<file path="src/rtl/qed_replay_queue_if.sv">
// Capture/replay handshake bundle for qed_replay_queue.
// The bench or wrapper drives it through the master modport; the queue uses the slave modport.
interface qed_replay_queue_if #(
    parameter int ILEN  = 32,
    parameter int DEPTH = 8
);
    localparam int CW = $clog2(DEPTH) + 1;

    logic            ena;
    logic            exec_dup;
    logic            stall_IF;
    logic            ifu_qed_vld;
    logic [ILEN-1:0] ifu_qed_instruction;
    logic            dup_rdy;
    logic [ILEN-1:0] qic_qimux_instruction;
    logic            vld_out;
    logic            qed_mode_dup;
    logic            qed_full;
    logic [CW-1:0]   qed_count;

    modport master (
        output ena, exec_dup, stall_IF, ifu_qed_vld, ifu_qed_instruction, dup_rdy,
        input  qic_qimux_instruction, vld_out, qed_mode_dup, qed_full, qed_count
    );

    modport slave (
        input  ena, exec_dup, stall_IF, ifu_qed_vld, ifu_qed_instruction, dup_rdy,
        output qic_qimux_instruction, vld_out, qed_mode_dup, qed_full, qed_count
    );
endinterface

</file>
<file path="src/rtl/qed_replay_queue.sv">
// QED replay queue: captures original IFU instructions in a circular buffer and replays them in order.
// Optional QED_CTRL_SYNC_EN: control-flow instructions are not stored and force duplicate replay first.
module qed_replay_queue #(
    parameter int ILEN        = 32,
    parameter int DEPTH       = 8,
    parameter int AUTO_SWITCH = 1
) (
    input  logic                clk,
    input  logic                rst,
    qed_replay_queue_if.slave   bus
);
    localparam int PW = $clog2(DEPTH);
    localparam int CW = PW + 1;

    localparam logic [1:0] S_IDLE = 2'd0;
    localparam logic [1:0] S_ORIG = 2'd1;
    localparam logic [1:0] S_DUP  = 2'd2;

    logic [1:0]      state_q,  state_d;
    logic [PW-1:0]   wr_ptr_q, wr_ptr_d;
    logic [PW-1:0]   rd_ptr_q, rd_ptr_d;
    logic [CW-1:0]   count_q,  count_d;
    logic [ILEN-1:0] mem_q [DEPTH];

    logic full;
    logic ctrl;
    logic cap;
    logic store;
    logic vld;
    logic xfer;
    logic go_dup;

`ifdef QED_CTRL_SYNC_EN
    function automatic logic is_ctrl(input logic [6:0] op);
        return (op == 7'b1100011) || (op == 7'b1101111) ||
               (op == 7'b1100111) || (op == 7'b1110011);
    endfunction

    assign ctrl = is_ctrl(bus.ifu_qed_instruction[6:0]);
`else
    assign ctrl = 1'b0;
`endif

    assign full  = (count_q == CW'(DEPTH));
    assign cap   = bus.ena & ~bus.stall_IF & (state_q == S_ORIG) & bus.ifu_qed_vld & ~full;
    assign store = cap & ~ctrl;
    assign vld   = (state_q == S_DUP) & (count_q != '0) & ~bus.stall_IF;
    assign xfer  = bus.ena & vld & bus.dup_rdy;

    // A capture on the switching edge is counted before the full check, so it joins the replay.
    assign go_dup = (bus.exec_dup & (count_q != '0)) |
                    ((AUTO_SWITCH != 0) & (count_d == CW'(DEPTH))) |
                    (cap & ctrl & (count_q != '0));

    always_comb begin
        state_d  = state_q;
        wr_ptr_d = wr_ptr_q;
        rd_ptr_d = rd_ptr_q;
        count_d  = count_q;
        if (!bus.ena) begin
            state_d  = S_IDLE;
            wr_ptr_d = '0;
            rd_ptr_d = '0;
            count_d  = '0;
        end else if (!bus.stall_IF) begin
            case (state_q)
                S_IDLE: state_d = S_ORIG;
                S_ORIG: begin
                    if (store) begin
                        wr_ptr_d = wr_ptr_q + 1'b1;
                        count_d  = count_q + 1'b1;
                    end
                end
                S_DUP: begin
                    if (xfer) begin
                        rd_ptr_d = rd_ptr_q + 1'b1;
                        count_d  = count_q - 1'b1;
                        if (count_q == CW'(1)) state_d = S_ORIG;
                    end
                end
                default: state_d = S_IDLE;
            endcase
            if ((state_q == S_ORIG) && go_dup) state_d = S_DUP;
        end
    end

    always_ff @(posedge clk or negedge rst) begin
        if (!rst) begin
            state_q  <= S_IDLE;
            wr_ptr_q <= '0;
            rd_ptr_q <= '0;
            count_q  <= '0;
        end else begin
            state_q  <= state_d;
            wr_ptr_q <= wr_ptr_d;
            rd_ptr_q <= rd_ptr_d;
            count_q  <= count_d;
        end
    end

    always_ff @(posedge clk) begin
        if (store) mem_q[wr_ptr_q] <= bus.ifu_qed_instruction;
    end

    // Head view is gated so the unreset buffer never leaks onto the output outside replay.
    assign bus.qic_qimux_instruction = ((state_q == S_DUP) && (count_q != '0)) ? mem_q[rd_ptr_q] : '0;
    assign bus.vld_out      = vld;
    assign bus.qed_mode_dup = (state_q == S_DUP);
    assign bus.qed_full     = full;
    assign bus.qed_count    = count_q;
endmodule

</file>
<file path="src/flat_wrapper.sv">
// flat-port wrapper written by rule: the top's interface ports become plain ports
module qed_replay_queue_flat 
#(
    parameter int ILEN        = 32,
    parameter int DEPTH       = 8,
    parameter int AUTO_SWITCH = 1
)
  (clk, rst, bus_ena, bus_exec_dup, bus_stall_IF, bus_ifu_qed_vld, bus_ifu_qed_instruction, bus_dup_rdy, bus_qic_qimux_instruction, bus_vld_out, bus_qed_mode_dup, bus_qed_full, bus_qed_count);
  qed_replay_queue_if #(.ILEN(ILEN), .DEPTH(DEPTH)) bus_i ();
  input  logic clk;
  input  logic rst;
  input wire logic [$bits(bus_i.ena)-1:0] bus_ena;
  input wire logic [$bits(bus_i.exec_dup)-1:0] bus_exec_dup;
  input wire logic [$bits(bus_i.stall_IF)-1:0] bus_stall_IF;
  input wire logic [$bits(bus_i.ifu_qed_vld)-1:0] bus_ifu_qed_vld;
  input wire logic [$bits(bus_i.ifu_qed_instruction)-1:0] bus_ifu_qed_instruction;
  input wire logic [$bits(bus_i.dup_rdy)-1:0] bus_dup_rdy;
  output wire logic [$bits(bus_i.qic_qimux_instruction)-1:0] bus_qic_qimux_instruction;
  output wire logic [$bits(bus_i.vld_out)-1:0] bus_vld_out;
  output wire logic [$bits(bus_i.qed_mode_dup)-1:0] bus_qed_mode_dup;
  output wire logic [$bits(bus_i.qed_full)-1:0] bus_qed_full;
  output wire logic [$bits(bus_i.qed_count)-1:0] bus_qed_count;
  assign bus_i.ena = bus_ena;
  assign bus_i.exec_dup = bus_exec_dup;
  assign bus_i.stall_IF = bus_stall_IF;
  assign bus_i.ifu_qed_vld = bus_ifu_qed_vld;
  assign bus_i.ifu_qed_instruction = bus_ifu_qed_instruction;
  assign bus_i.dup_rdy = bus_dup_rdy;
  assign bus_qic_qimux_instruction = bus_i.qic_qimux_instruction;
  assign bus_vld_out = bus_i.vld_out;
  assign bus_qed_mode_dup = bus_i.qed_mode_dup;
  assign bus_qed_full = bus_i.qed_full;
  assign bus_qed_count = bus_i.qed_count;
  qed_replay_queue #(.ILEN(ILEN), .DEPTH(DEPTH), .AUTO_SWITCH(AUTO_SWITCH)) u_core (.clk(clk), .rst(rst), .bus(bus_i));
endmodule
</file>
<file path="config.mk">
export PLATFORM = sky130hd
export DESIGN_NAME = qed_replay_queue_flat
export DESIGN_NICKNAME = d
export VERILOG_FILES = /design/src/rtl/qed_replay_queue_if.sv /design/src/rtl/qed_replay_queue.sv /design/src/flat_wrapper.sv
export SDC_FILE = /design/constraint.sdc
export NUM_CORES = 1
export LEC_CHECK = 0
export ABC_CLOCK_PERIOD_IN_PS = 5400
export CORE_AREA = 5 5 131 157
export CTS_CLUSTER_SIZE = 40
export DETAILED_ROUTE_END_ITERATION = 7
export DIE_AREA = 0 0 136 162
export PLACE_DENSITY = 0.78
export SKIP_LAST_GASP = 1
export SLEW_MARGIN = 0
export SYNTH_ARGS = -nofsm -noshare
export SYNTH_HDL_FRONTEND = slang
export SYNTH_SLANG_ARGS = --single-unit
</file>
<file path="constraint.sdc">
create_clock -name clk -period 5.4 [get_ports clk]
set_input_delay 0.54 -clock clk [delete_from_list [all_inputs] [get_ports clk]]
set_output_delay 0.54 -clock clk [all_outputs]
set_load 0.02 [all_outputs]
</file>
Yosys cells after proc, flatten, opt, wreduce, memory -nomap -nowiden
Memory sizes are Yosys's and may differ from the RTL's.
Index checks and enable logic that the tools add are counted.
Widths: inputs -> output; s select.

cells by class
  multiplexer cells = 22
  reductions and logical operators = 7
  bitwise operators = 12
  equality and inequality tests = 13
  add/sub/neg operators = 4

operators with widths
  cell                 count
  $mux 32              1
  $mux 3               8
  $mux 4               4
  $mux 2               5
  $and 1x1->1          9
  $eq 4x4->1 const B   2
  $ne 2x1->1 const B   4
  $ne 4x2->1 const B   2
  $pmux 4 s2           1
  $add 3x1->3 const B  2
  $pmux 2 s3           1
  $reduce_and 3->1     2
  $add 4x1->4 const B  1
  $eq 4x1->1 const B   1
  $reduce_and 4->1     1
  $reduce_bool 4->1    1
  $sub 4x1->4 const B  1
  $ne 3x3->1 const B   1
  $eq 2x1->1 const B   1
  $eq 2x2->1 const B   1
  $logic_and 1x1->1    2
  $logic_not 2->1      1
  $mux 1               2
  $ne 2x2->1 const B   1
  other kinds (2)      3

word-level totals
  bits of input ports = 39
  memories = 1
  output and inout bits = 39
  RAM bits = 256
  flip-flop bits (word level) = 12
  word-level logic and storage cells = 63

memories
  memory        depth  bits a word  read ports  clocked after memory_dff  write ports  line                    text
  u_core.mem_q  8      32           1           0                         1            qed_replay_queue.sv:23  logic [ILEN-1:0] mem_q [DEPTH];

Logic depth before layout (Yosys ltp)
  depth after elaboration = 15
  depth in mapped cells = 9

Worst setup path before layout
Ideal clock, no wire load.

  kind = register -> register
  from = reg u_core.count_q[0], in the netlist u_core.bus.qed_count[0]
  to = mem u_core.mem_q[0][0] (enable)
  path slack = 1.239 ns
  arrival = 3.700 ns
  buffers on the path = 0
  clock period less this slack = 4.161 ns
  cell stages (with the launch flop) = 7
  cells stage by stage = dfrtp_1 inv_1 ha_1 nand3b_1 nand4_1 or2_2 nor3_1

between the ends
  word-level cells in the longest chain between the ends = 5

ends and longest elaborated chain
  what                          line                     text
  start: declaration            qed_replay_queue.sv:22   logic [CW-1:0] count_q, count_d;
  start signal: assignment      qed_replay_queue.sv:97   count_q <= count_d;
  $eq 4x4->1                    qed_replay_queue.sv:44   assign full = (count_q == CW'(DEPTH));
  $not 1->1                     qed_replay_queue.sv:45   assign cap = bus.ena & ~bus.stall_IF & (state_q == S_ORIG) & bus.ifu_qed_vld & ~full;
  $and 1x1->1                   qed_replay_queue.sv:45
  $mux 1                        qed_replay_queue.sv:102  if (store) mem_q[wr_ptr_q] <= bus.ifu_qed_instruction;
  $mux 1 (implied by the code)  qed_replay_queue.sv:102
  end: declaration              qed_replay_queue.sv:23

No other way between the ends.

Worst setup path after layout
  from = reg u_core.count_q[0], in the netlist u_core.bus.qed_count[0]
  to = out bus_qic_qimux_instruction[31]

between the ends
  word-level cells in the longest chain between the ends = 3

ends and longest elaborated chain
  what               line                     text
  $reduce_bool 4->1  qed_replay_queue.sv:106  assign bus.qic_qimux_instruction = ((state_q == S_DUP) && (count_q != '0)) ? mem_q[rd_ptr_q] : '0;
  $logic_and 1x1->1  qed_replay_queue.sv:106
  $mux 32            qed_replay_queue.sv:106
  end: declaration   flat_wrapper.sv:18       output wire logic [$bits(bus_i.qic_qimux_instruction)-1:0] bus_qic_qimux_instruction;

No other way between the ends.

==> flow_metrics.py <==
metrics = {
    "outcome": {
        "outcome": "finished clean",
    },
    "timing": {
        "finalHoldViolCount": 0,
        "max-slew-margin-rel": 0.1961,
        "drv_slew": 0,
        "max_freq_mhz": 247.2,
        "setup_violations": 0,
        "min_period_ps": 4046,
        "rsz0062_at_grt": "no",
        "fin_tns_setup_ps": 0,
        "worst_slack_ps": 1354,
        "skew_ps": 8.681,
        "period_share": 0.7492,
        "max_slew.worst_pin.slew_ps": 1203,
    },
    "logic_synthesis": {
        "netlist_top_cells_count": "256 x edfxtp_1, 64 x mux4_2, 43 x nor2_1",
        "yosysTopAreaCellShare": 0.7182,
        "synthDistinctLibCells": 46,
        "ys_ff_latch": 268,
        "synth_nets": 575,
        "yosysMostFrequentCell": "edfxtp_1",
        "synth_area_leader_cell": "edfxtp_1",
        "yosysSeqAreaShare": 0.7462,
        "ys_warn_count": 0,
        "syn_area_mm2": 0.01070,
        "syn_area_per_cell_um2": 20.23,
        "ys_async_sr_fraction": 0.04478,
        "synth.area.top_cells": "edfxtp_1 72%, mux4_2 13%, mux2i_1 3.5%",
        "synth_top_flop_cell": "edfxtp_1",
        "synth-edff-count": 256,
        "synthCells": 529,
    },
    "clock_tree": {
        "post-cts-setup-buffer-count": 0,
        "numCtsBuffers": 25,
        "clk_pin_slew_worst_paths_ps": 60,
        "cts_tree": "done",
        "cts.sinks": 268,
        "h-tree-depth": 1,
        "cts_root_buf": "clkbuf_16",
        "ctsResizeCount": 0,
        "hold_buffers": 0,
        "clock_path_buffers": 3,
        "clock_latency_ps": 510,
    },
    "die": {
        "die_area_mm2": 0.02203,
        "io_pins": 78,
        "initial_core_util": 0.5698,
        "dieWidth_um": 136,
        "core-area_mm2": 0.01879,
        "rows": 55,
        "die_h_um": 162,
    },
    "setup_path": {
        "cp_cell_sequence": "inv_1, ha_1, or3b_1, nand2_1, buf_4, nor2_1, clkdlybuf4s50_1",
        "cp-start-kind": "register",
        "timing.critical_path.to_type": "primary output",
        "crit_slowest_cell": "nand2_1",
        "cp.required_ps": 4860,
        "cpLargestDelayFamily": "simple AND/OR/NAND/NOR gates",
        "critPathMaxFanout": 18,
        "path_buf_inv": 3,
        "slowest_delay_ps": 570,
        "worstPathArrival_ps": 3510,
        "crit_type": "register to primary output",
    },
    "global_routing": {
        "grt_pass1_wl_um": 33020,
        "grt_pass1_vias": 5729,
        "overflow": 0,
        "grt_usage": 0.1958,
        "antenna_found_initial": 0,
        "grt_max_degree": 40,
    },
    "placed_design": {
        "hpwl_um": 11750,
        "gp_congestion": 0.8702,
        "place_ws_ps": 1587,
        "portBuffers": 77,
    },
    "detailed_routing": {
        "vias_per_cell": 5.954,
        "detail-route-antenna-nets": 0,
        "firstDrtPassIters": 5,
        "drc": 0,
        "drt_iter0_drc": 453,
        "wl_per_cell_um": 23.52,
        "routed_wirelength_um": 20890,
        "via_count": 5287,
    },
    "cells_and_area": {
        "layout-drive-gt1-share": 0.2120,
        "fill_cells": 1210,
        "ff_latch_area_mm2": 0.007994,
        "nNetsFinal": 660,
        "antennaDiodeCount": 0,
        "area_delta_synth_final_pct": 17.64,
        "multiInputGateArea_mm2": 0.002619,
    },
    "worst_hold_path": {
        "hold_class": "input pin to async pin",
    },
    "power": {
        "p_leak_nw": 3.903,
        "p_per_area_mw_per_mm2": 324.8,
        "max-vdd-ir-drop_mv": 0.3234,
    },
    "flow_run": {
        "drv_cap": 0,
    },
}
[routing by layer]
layer / track usage / up-vias / part of all wire
met5: 0 / - / 0
met4: 0.05041 / 0 / 0.017
met3: 0.03036 / 25 / 0.056
met2: 0.3276 / 196 / 0.52
met1: 0.2739 / 2754 / 0.40
li1: - / 2312 / -
[registers in the layout, summed over array words and instances, names as in the netlist]
signal and cells:
u_core.wr_ptr_q 3, u_core.state_q 2, u_core.rd_ptr_q 3, u_core.bus.qed_count 4, u_core.mem_q 256
[worst reg2reg max path, delay by kind of cell, from the launching register on]
kind | cells | cell delay [ps]
buf+inv | 1 | 80
simple gates | 5 | 1750
fa+ha+maj | 1 | 260
flops | 1 | 550
[cells in the final DEF (no fill, tap or decap), types with 3 or more instances in the layout]
master | Yosys | routed
clkinv_2 | 0 | 11
a21boi_0 | 3 | 3
mux4_2 | 64 | 64
xnor2_1 | 5 | 5
clkbuf_16 | 0 | 25
edfxtp_1 | 256 | 256
dfrtp_1 | 12 | 9
nand3_1 | 5 | 5
inv_1 | 8 | 8
mux2i_1 | 37 | 37
nor2_4 | 0 | 6
nand2_1 | 15 | 15
buf_4 | 1 | 8
ha_1 | 7 | 7
clkbuf_1 | 12 | 3
and2_1 | 3 | 3
nand2b_1 | 3 | 3
clkdlybuf4s50_1 | 0 | 77
nor2_1 | 43 | 37
bufinv_16 | 0 | 3
a21oi_1 | 3 | 3
nand4_1 | 4 | 4
[final cells by class]
cell class / instances / area share
multi-input combinational: 226 / 0.2080
sequential: 268 / 0.6348
inverter: 8 / 0.002385
timing repair buffer: 85 / 0.06598
tap: 256 / 0.02544
clock buffer: 28 / 0.05058
clock inverter: 17 / 0.01282
[final timing paths]
check | startpoint | end | slack [ps] | depth (start not counted)
setup / recovery | u_core.bus.qed_count[0] | bus_qic_qimux_instruction[31] | 1350 | 7
hold / removal | rst | u_core.bus.qed_count[1] | 400 | 1
setup reg to reg | u_core.bus.qed_count[0] | u_core.mem_q[3][12] | 2350 | 7
hold reg to reg | u_core.wr_ptr_q[0] | u_core.wr_ptr_q[0] | 590 | 2
max in group asynchronous | rst | u_core.rd_ptr_q[0] | 4560 | 1
min in group clk | u_core.wr_ptr_q[0] | u_core.wr_ptr_q[0] | 590 | 2
[where the power goes]
| group | internal (mW) | switching [mW] | total, mW |
|---|---|---|---|
| Combinational | 0.0413 | 0.0574 | 0.0986 |
| Clock | 0.993 | 0.713 | 1.71 |
| Sequential | 2.28 | 0.00237 | 2.28 |
| Total | 3.32 | 0.773 | 4.09 |
[per-stage QoR]
step | hold slack [ps] | instances | util | power (mW) | instance area [µm²]
after floorplan | 244.4 | 529 | - | 2.363 | 10700
after global placement | 564.9 | 843 | 0.6278 | 2.421 | 11790
after CTS | 395.8 | 888 | 0.6703 | 4.119 | 12590
after detailed placement | 573.4 | 843 | 0.6278 | 2.427 | 11790
final | 402.7 | 888 | 0.6703 | 4.089 | 12590
after global routing | 434.7 | 888 | 0.6703 | 4.228 | 12590
[logic make-up (layout without fill, tap and decap cells)]
kind of cell	Yosys count	after routing	share of synthesized area
AO/OA/AOI/OAI	19	19	0.01344
XOR/XNOR	5	5	0.004091
adder cells (fa/ha/maj)	7	7	0.008182
buffers and inverters	35	138	0.01426
flip-flops	268	268	0.7462
multiplexers	101	101	0.1693
AND/OR/NAND/NOR	94	94	0.04454
Power figures use the tool's default switching activity.
